File: src/rtl/spi_rx_buf.sv
// SPI receive buffer: shifts sdi in MSB first on rising sck and presents each word with a valid/ack handshake.
// Optional overrun detection is enabled by defining SPI_RX_OVERRUN_EN.
module spi_rx_buf #(
  parameter int WIDTH = 8
) (
  input  logic             sck,
  input  logic             rst,
  input  logic             sdi,
  input  logic             ShiftRx,
  input  logic             RxAck,
  output logic [WIDTH-1:0] ParallelOut,
  output logic             RxValid,
  output logic [3:0]       RxCount,
  output logic             Overrun
);

  localparam logic [3:0] LAST = 4'(WIDTH - 1);

  // The oldest shift bit is always pushed out before a word completes, so only WIDTH-1 bits are held.
  logic [WIDTH-2:0] sr_reg, sr_next;
  logic [WIDTH-1:0] word;
  logic [WIDTH-1:0] out_reg, out_next;
  logic [3:0]       cnt_reg, cnt_next;
  logic             valid_reg, valid_next;
  logic             complete, take;

  always_comb begin
    word     = {sr_reg, sdi};
    complete = ShiftRx && (cnt_reg == LAST);
`ifdef SPI_RX_OVERRUN_EN
    // A pending, unacknowledged word wins; the new word is dropped.
    take     = complete && (!valid_reg || RxAck);
`else
    take     = complete;
`endif
    sr_next    = ShiftRx ? word[WIDTH-2:0] : sr_reg;
    cnt_next   = (ShiftRx && !complete) ? cnt_reg + 4'd1 : 4'd0;
    out_next   = take ? word : out_reg;
    valid_next = take || (valid_reg && !RxAck);
  end

  always_ff @(posedge sck or posedge rst) begin
    if (rst) begin
      sr_reg    <= '0;
      cnt_reg   <= 4'd0;
      out_reg   <= '0;
      valid_reg <= 1'b0;
    end else begin
      sr_reg    <= sr_next;
      cnt_reg   <= cnt_next;
      out_reg   <= out_next;
      valid_reg <= valid_next;
    end
  end

`ifdef SPI_RX_OVERRUN_EN
  logic ovr_reg, ovr_next;

  always_comb begin
    ovr_next = (complete && valid_reg && !RxAck) || (ovr_reg && !RxAck);
  end

  always_ff @(posedge sck or posedge rst) begin
    if (rst) begin
      ovr_reg <= 1'b0;
    end else begin
      ovr_reg <= ovr_next;
    end
  end

  assign Overrun = ovr_reg;
`else
  assign Overrun = 1'b0;
`endif

  assign ParallelOut = out_reg;
  assign RxValid     = valid_reg;
  assign RxCount     = cnt_reg;

endmodule

File: config.mk
export PLATFORM = sky130hd
export DESIGN_NAME = spi_rx_buf
export DESIGN_NICKNAME = d
export VERILOG_FILES = /design/src/rtl/spi_rx_buf.sv
export SDC_FILE = /design/constraint.sdc
export NUM_CORES = 1
export LEC_CHECK = 0
export ABC_AREA = 1
export CAP_MARGIN = 20
export CORE_MARGIN = 2
export CORE_UTILIZATION = 42
export CTS_CLUSTER_DIAMETER = 30
export DETAILED_ROUTE_END_ITERATION = 7
export PLACE_DENSITY = 0.69
export SLEW_MARGIN = 20
export SYNTH_ARGS = -nofsm -noshare
export SYNTH_HDL_FRONTEND = slang
export SYNTH_SLANG_ARGS = --single-unit
File: constraint.sdc
create_clock -name sck -period 3.3 [get_ports sck]
set_clock_uncertainty 0.1 [all_clocks]
set_input_delay 0.99 -clock sck [delete_from_list [all_inputs] [get_ports sck]]
set_output_delay 0.99 -clock sck [all_outputs]
set_load 0.005 [all_outputs]
==> results.sh, run 1 <==
export IMPL_crit_arrival_ns=1.35
export IMPL_largest_reg_flops=8
export IMPL_die_y_um=48.1
export IMPL_max_clock_freq_mhz=409
export IMPL_power_leakage_nw=0.530
export IMPL_seq_area_frac_synth_pct=61.2
export IMPL_r2r_start="RxCount[0]"
export IMPL_postCtsHoldBufs=0
export IMPL_firstDrtPassIters=2
export IMPL_dp_cells=127
export IMPL_worst_hold_path_type="reg -> reg"
export IMPL_critical_path_max_stage_delay_ns=0.56
export IMPL_cts_sinks=20
export IMPL_grt_max_degree=21
export IMPL_avgSynthCellArea_um2=9.30
export IMPL_vias=585
export IMPL_grt_pass1_wl_um=2190
export IMPL_wl_per_cell_um=10.4
export IMPL_netlist_instances=88
export IMPL_finalSetupViolations=0
export IMPL_grt_use_total_pct=14.0
export IMPL_cts_setup_buffers=0
export IMPL_period_share_pct=74.1
export IMPL_final_common_cell="nand2_1"
export IMPL_cp_startpoint="RxCount[3]"
export IMPL_vias_per_cell=4.47
export IMPL_final_cells=131
export IMPL_async_reset_ff_share_pct=100
export IMPL_dpl_hpwl_um=959
export IMPL_cp_start_kind="register"
export IMPL_area_growth_pct=26.9
export IMPL_synth_nets=94
export IMPL_r2r_end="ParallelOut[6]"
export IMPL_ir_drop_uv=283
export IMPL_critPathRequiredTime_ns=2.21
export IMPL_drive_gt1_share_pct=6.60
export IMPL_fin_ws_ns=0.856
export IMPL_seq_area_um2=500
export IMPL_maxSlewViolCount=0
export IMPL_clock_path_buffers=2
export IMPL_cts_buffers=3
export IMPL_hold_slack_ns=0.382
export IMPL_cts_resized=0
export IMPL_crit_buf_inv=1
export IMPL_cts_root_buf="clkbuf_4"
export IMPL_worst_pin_slew_ns=0.737
export IMPL_antenna_found_initial=0
export IMPL_final_cell_area_um2=1040
export IMPL_routed_wl_um=1360
export IMPL_crit_path_max_fanout=5
export IMPL_fin_setup_tns_ns=0
export IMPL_multiInputGateArea_um2=278
export IMPL_synth_distinct_cells=16
export IMPL_cts_tree="done"
export IMPL_die_area_um2=2320
export IMPL_synth_edff_count=0
export IMPL_rsz0062_at_grt="no"
export IMPL_grt_overflow=0
export IMPL_cellPowerDensity_nw_per_um2=451
export IMPL_postRouteAntennaNets=0
export IMPL_portBuffers=17
export IMPL_coreArea_um2=1780
export IMPL_hold_violations=0
export IMPL_clk_latency_ns=0.29
export IMPL_netlist_area_um2=818
export IMPL_setup_worst_path_class="reg -> out"
export IMPL_p_total_mw=0.468
export IMPL_fillCellCount=164
export IMPL_fp_row_count=15
export IMPL_slowest_stage="clkdlybuf4s50_1"
export IMPL_critical_path_endpoint_type="output pin"
export IMPL_floorplan_initialDensity_pct=45.9
export IMPL_synthFlopType="dfrtp_1"
export IMPL_antennaDiodeCount=0
export IMPL_pin_count=19
export IMPL_grt_pass1_vias=493
export IMPL_drcViolationCount=0
export IMPL_cts_max_level=1
export IMPL_maxSlewHeadroom_pct=50.8
export IMPL_die_w_um=48.1
export IMPL_gp_congestion=0.707
export IMPL_dp_slack_ns=0.772
export IMPL_path_delay_family="buffers and inverters"
export IMPL_status="finished clean"
export IMPL_fin_crit_ns=2.44
export IMPL_clk_pin_slew_ns=0.11
export IMPL_r2r_slack_ns=1.91
export IMPL_placed_cell_area_um2=1000
export IMPL_ys_ff_latch=20
export IMPL_reg2regPathDepth=6
export IMPL_utilization_pct=58.2
export IMPL_ys_warn_count=0
export IMPL_worst_path_stages=1
export IMPL_first_iter_violations=11
export IMPL_path_cells="clkdlybuf4s50_1"
export IMPL_endpoint="RxCount[3]"
export IMPL_cap_viol_max_count=0
export IMPL_mostFrequentLayoutCells="nand2_1, dfrtp_1, clkdlybuf4s50_1, nand3_1, inv_1"
export IMPL_nets=113
[synth_stat cells, types with 2 or more instances]
cell type / number / area share (%)
nand3_1: 9 / 5.5
dfrtp_1: 20 / 61
inv_1: 6 / 2.8
o21ai_0: 3 / 1.8
o21ai_1: 2 / 1.2
buf_2: 2 / 1.2
nor2_1: 3 / 1.4
nand2_1: 35 / 16
[kinds of logic (layout without fill, tap and decap cells)]
family	Yosys count	after routing	synth area share [%]
AOI/OAI and AO/OA	6	6	3.67
adders and majority gates	1	1	1.53
buffers and inverters	9	27	4.89
DFF	20	20	61.2
other	1	1	0.458
and+or+nand+nor	51	51	28.3
[metal layers]
| layer | GRT usage, % | share of wire, % | vias to the layer above |
|---|---|---|---|
| met5 | 0 | 0 | - |
| met4 | 8.11 | 2.3 | 0 |
| met2 | 20.5 | 43 | 13 |
| met3 | 3.33 | 2.7 | 4 |
| met1 | 19.0 | 52 | 258 |
| li1 | - | - | 310 |
[area by class of cell]
class	instances	area share (%)
repair buffers	17	16.4
well taps	25	3.01
clock buffers	4	3.49
multi-input cells	59	26.7
inverters	6	2.17
flip-flops and latches	20	48.2
[how the worst min path moves through the flow]
stage	cells after the start	slack (ns)	startpoint	endpoint
after floorplan	2	0.35	sr_reg[6]	sr_reg[6]
after global placement	2	0.35	ParallelOut[4]	ParallelOut[4]
after detailed placement	2	0.36	ParallelOut[2]	ParallelOut[2]
after CTS	2	0.38	ParallelOut[2]	ParallelOut[2]
after global routing	2	0.42	ParallelOut[4]	ParallelOut[4]
final	2	0.38	ParallelOut[4]	ParallelOut[4]
[worst min-delay path, stage by stage (launching register included)]
cell and delay (ns):
dfrtp_1 0.36, nand2_1 0.05, nand2_1 0.05
[report_power, final]
group          switching (mW)  total (mW)  internal [mW]
clock                  0.0706       0.138         0.0672
sequential             0.0140       0.278          0.264
combinational          0.0252      0.0522         0.0270
total                   0.110       0.468          0.359
Note: power is estimated with default switching activity, not from simulation.
==> inputs of run 2 (changes only) <==
--- a/config.mk
+++ b/config.mk
@@ -11,7 +11,7 @@
 export CORE_UTILIZATION = 42
 export CTS_CLUSTER_DIAMETER = 30
 export DETAILED_ROUTE_END_ITERATION = 7
-export PLACE_DENSITY = 0.69
+export PLACE_DENSITY = 0.72
 export SLEW_MARGIN = 20
 export SYNTH_ARGS = -nofsm -noshare
 export SYNTH_HDL_FRONTEND = slang
==> constraint.sdc (replaced) <==
create_clock -name sck -period 2.15 [get_ports sck]
set_clock_uncertainty 0.1 [all_clocks]
set_input_delay 0.645 -clock sck [delete_from_list [all_inputs] [get_ports sck]]
set_output_delay 0.645 -clock sck [all_outputs]
set_load 0.005 [all_outputs]
==> results.sh, run 2 (synthesis gave the netlist of run 1 again) <==
export IMPL_status="finished clean"
export IMPL_p_total_mw=0.677
export IMPL_routed_wl_um=1300
export IMPL_firstDrtPassIters=2
export IMPL_floorplan_initialDensity_pct=45.9
export IMPL_vias_per_cell=4.48
export IMPL_grt_use_total_pct=13.1
export IMPL_gp_congestion=0.743
export IMPL_slowest_stage="clkdlybuf4s50_1"
export IMPL_dpl_hpwl_um=969
export IMPL_vias=592
export IMPL_antennaDiodeCount=0
export IMPL_crit_arrival_ns=1.34
export IMPL_cts_buffers=3
export IMPL_final_common_cell="nand2_1"
export IMPL_first_iter_violations=6
export IMPL_drcViolationCount=0
export IMPL_antenna_found_initial=0
export IMPL_max_clock_freq_mhz=479
export IMPL_die_y_um=48.1
export IMPL_grt_overflow=0
export IMPL_grt_pass1_wl_um=2040
export IMPL_fin_setup_tns_ns=0
export IMPL_grt_pass1_vias=488
export IMPL_cellPowerDensity_nw_per_um2=651
export IMPL_cts_setup_buffers=0
export IMPL_cts_resized=0
export IMPL_critical_path_endpoint_type="output pin"
export IMPL_critPathRequiredTime_ns=1.40
export IMPL_postCtsHoldBufs=0
export IMPL_wl_per_cell_um=9.81
export IMPL_cts_tree="done"
export IMPL_path_cells="clkdlybuf4s50_1"
export IMPL_cts_sinks=20
export IMPL_cts_max_level=1
export IMPL_clk_latency_ns=0.29
export IMPL_finalSetupViolations=0
export IMPL_fin_crit_ns=2.09
export IMPL_dp_cells=129
export IMPL_coreArea_um2=1780
export IMPL_path_delay_family="buffers and inverters"
export IMPL_portBuffers=17
export IMPL_crit_buf_inv=1
export IMPL_clock_path_buffers=2
export IMPL_drive_gt1_share_pct=7.48
export IMPL_rsz0062_at_grt="no"
export IMPL_die_w_um=48.1
export IMPL_pin_count=19
export IMPL_period_share_pct=97.2
export IMPL_largest_reg_flops=8
export IMPL_setup_worst_path_class="reg -> out"
export IMPL_cap_viol_max_count=0
export IMPL_cts_root_buf="clkbuf_4"
export IMPL_maxSlewViolCount=0
export IMPL_grt_max_degree=21
export IMPL_worst_hold_path_type="reg -> reg"
export IMPL_nets=115
export IMPL_mostFrequentLayoutCells="nand2_1, dfrtp_1, clkdlybuf4s50_1, nand3_1, inv_1"
export IMPL_final_cells=132
export IMPL_critical_path_max_stage_delay_ns=0.55
export IMPL_die_area_um2=2320
export IMPL_ir_drop_uv=537
export IMPL_cp_start_kind="register"
export IMPL_crit_path_max_fanout=5
export IMPL_power_leakage_nw=0.533
export IMPL_clk_pin_slew_ns=0.10
export IMPL_utilization_pct=58.3
export IMPL_postRouteAntennaNets=0
export IMPL_area_growth_pct=27.1
export IMPL_fp_row_count=15
export IMPL_hold_violations=0
==> run 2: cell types whose count changed in the layout (fill, tap and decap cells not counted) <==
cell | before | now
buf_4 | 0 | 2
clkbuf_8 | 1 | 0
==> run 2: where the power goes <==
group / leakage, nW / switching (mW) / internal [mW] / total, mW
clock: 0.0138 / 0.103 / 0.0650 / 0.168
sequential: 0.268 / 0.0214 / 0.406 / 0.427
combinational: 0.251 / 0.0385 / 0.0439 / 0.0824
total: 0.533 / 0.163 / 0.515 / 0.677
==> run 2: layout make-up <==
| class | instances | area [µm²] |
|---|---|---|
| Clock buffer | 3 | 22.5 |
| Fill cell | 170 | 743 |
| Inverter | 6 | 22.5 |
| Multi-Input combinational cell | 59 | 278 |
| Sequential cell | 20 | 500 |
| Tap cell | 25 | 31.3 |
| Timing Repair Buffer | 19 | 185 |
==> run 2: through the flow <==
step	hold slack (ns)	setup slack (ns)	area [µm²]
floorplan	0.354	0.827	818
global placement	0.354	0.256	1020
detailed placement	0.358	0.231	1020
CTS	0.384	0.0396	1040
global route	0.401	0.0134	1040
finish	0.378	0.0612	1040
==> run 2: path summary, 6_finish.rpt <==
path                                start             end  slack (ns)  cells after the start
setup / recovery               RxCount[3]      RxCount[3]        0.06                      1
hold / removal             ParallelOut[3]  ParallelOut[3]        0.38                      2
setup reg to reg               RxCount[0]  ParallelOut[5]        0.78                      6
hold reg to reg            ParallelOut[3]  ParallelOut[3]        0.38                      2
max in group asynchronous             rst      RxCount[1]        1.19                      3
min in group asynchronous             rst  ParallelOut[4]        0.56                      3
==> run 2: per-layer routing <==
metal  track usage, %  vias to the layer above  part of all wire, %
met5                0                        -                    0
met4             8.11                        0                  1.8
met3             3.33                        2                  2.8
met2             19.7                        9                   44
met1             16.7                      264                   51
li1                 -                      317                    -
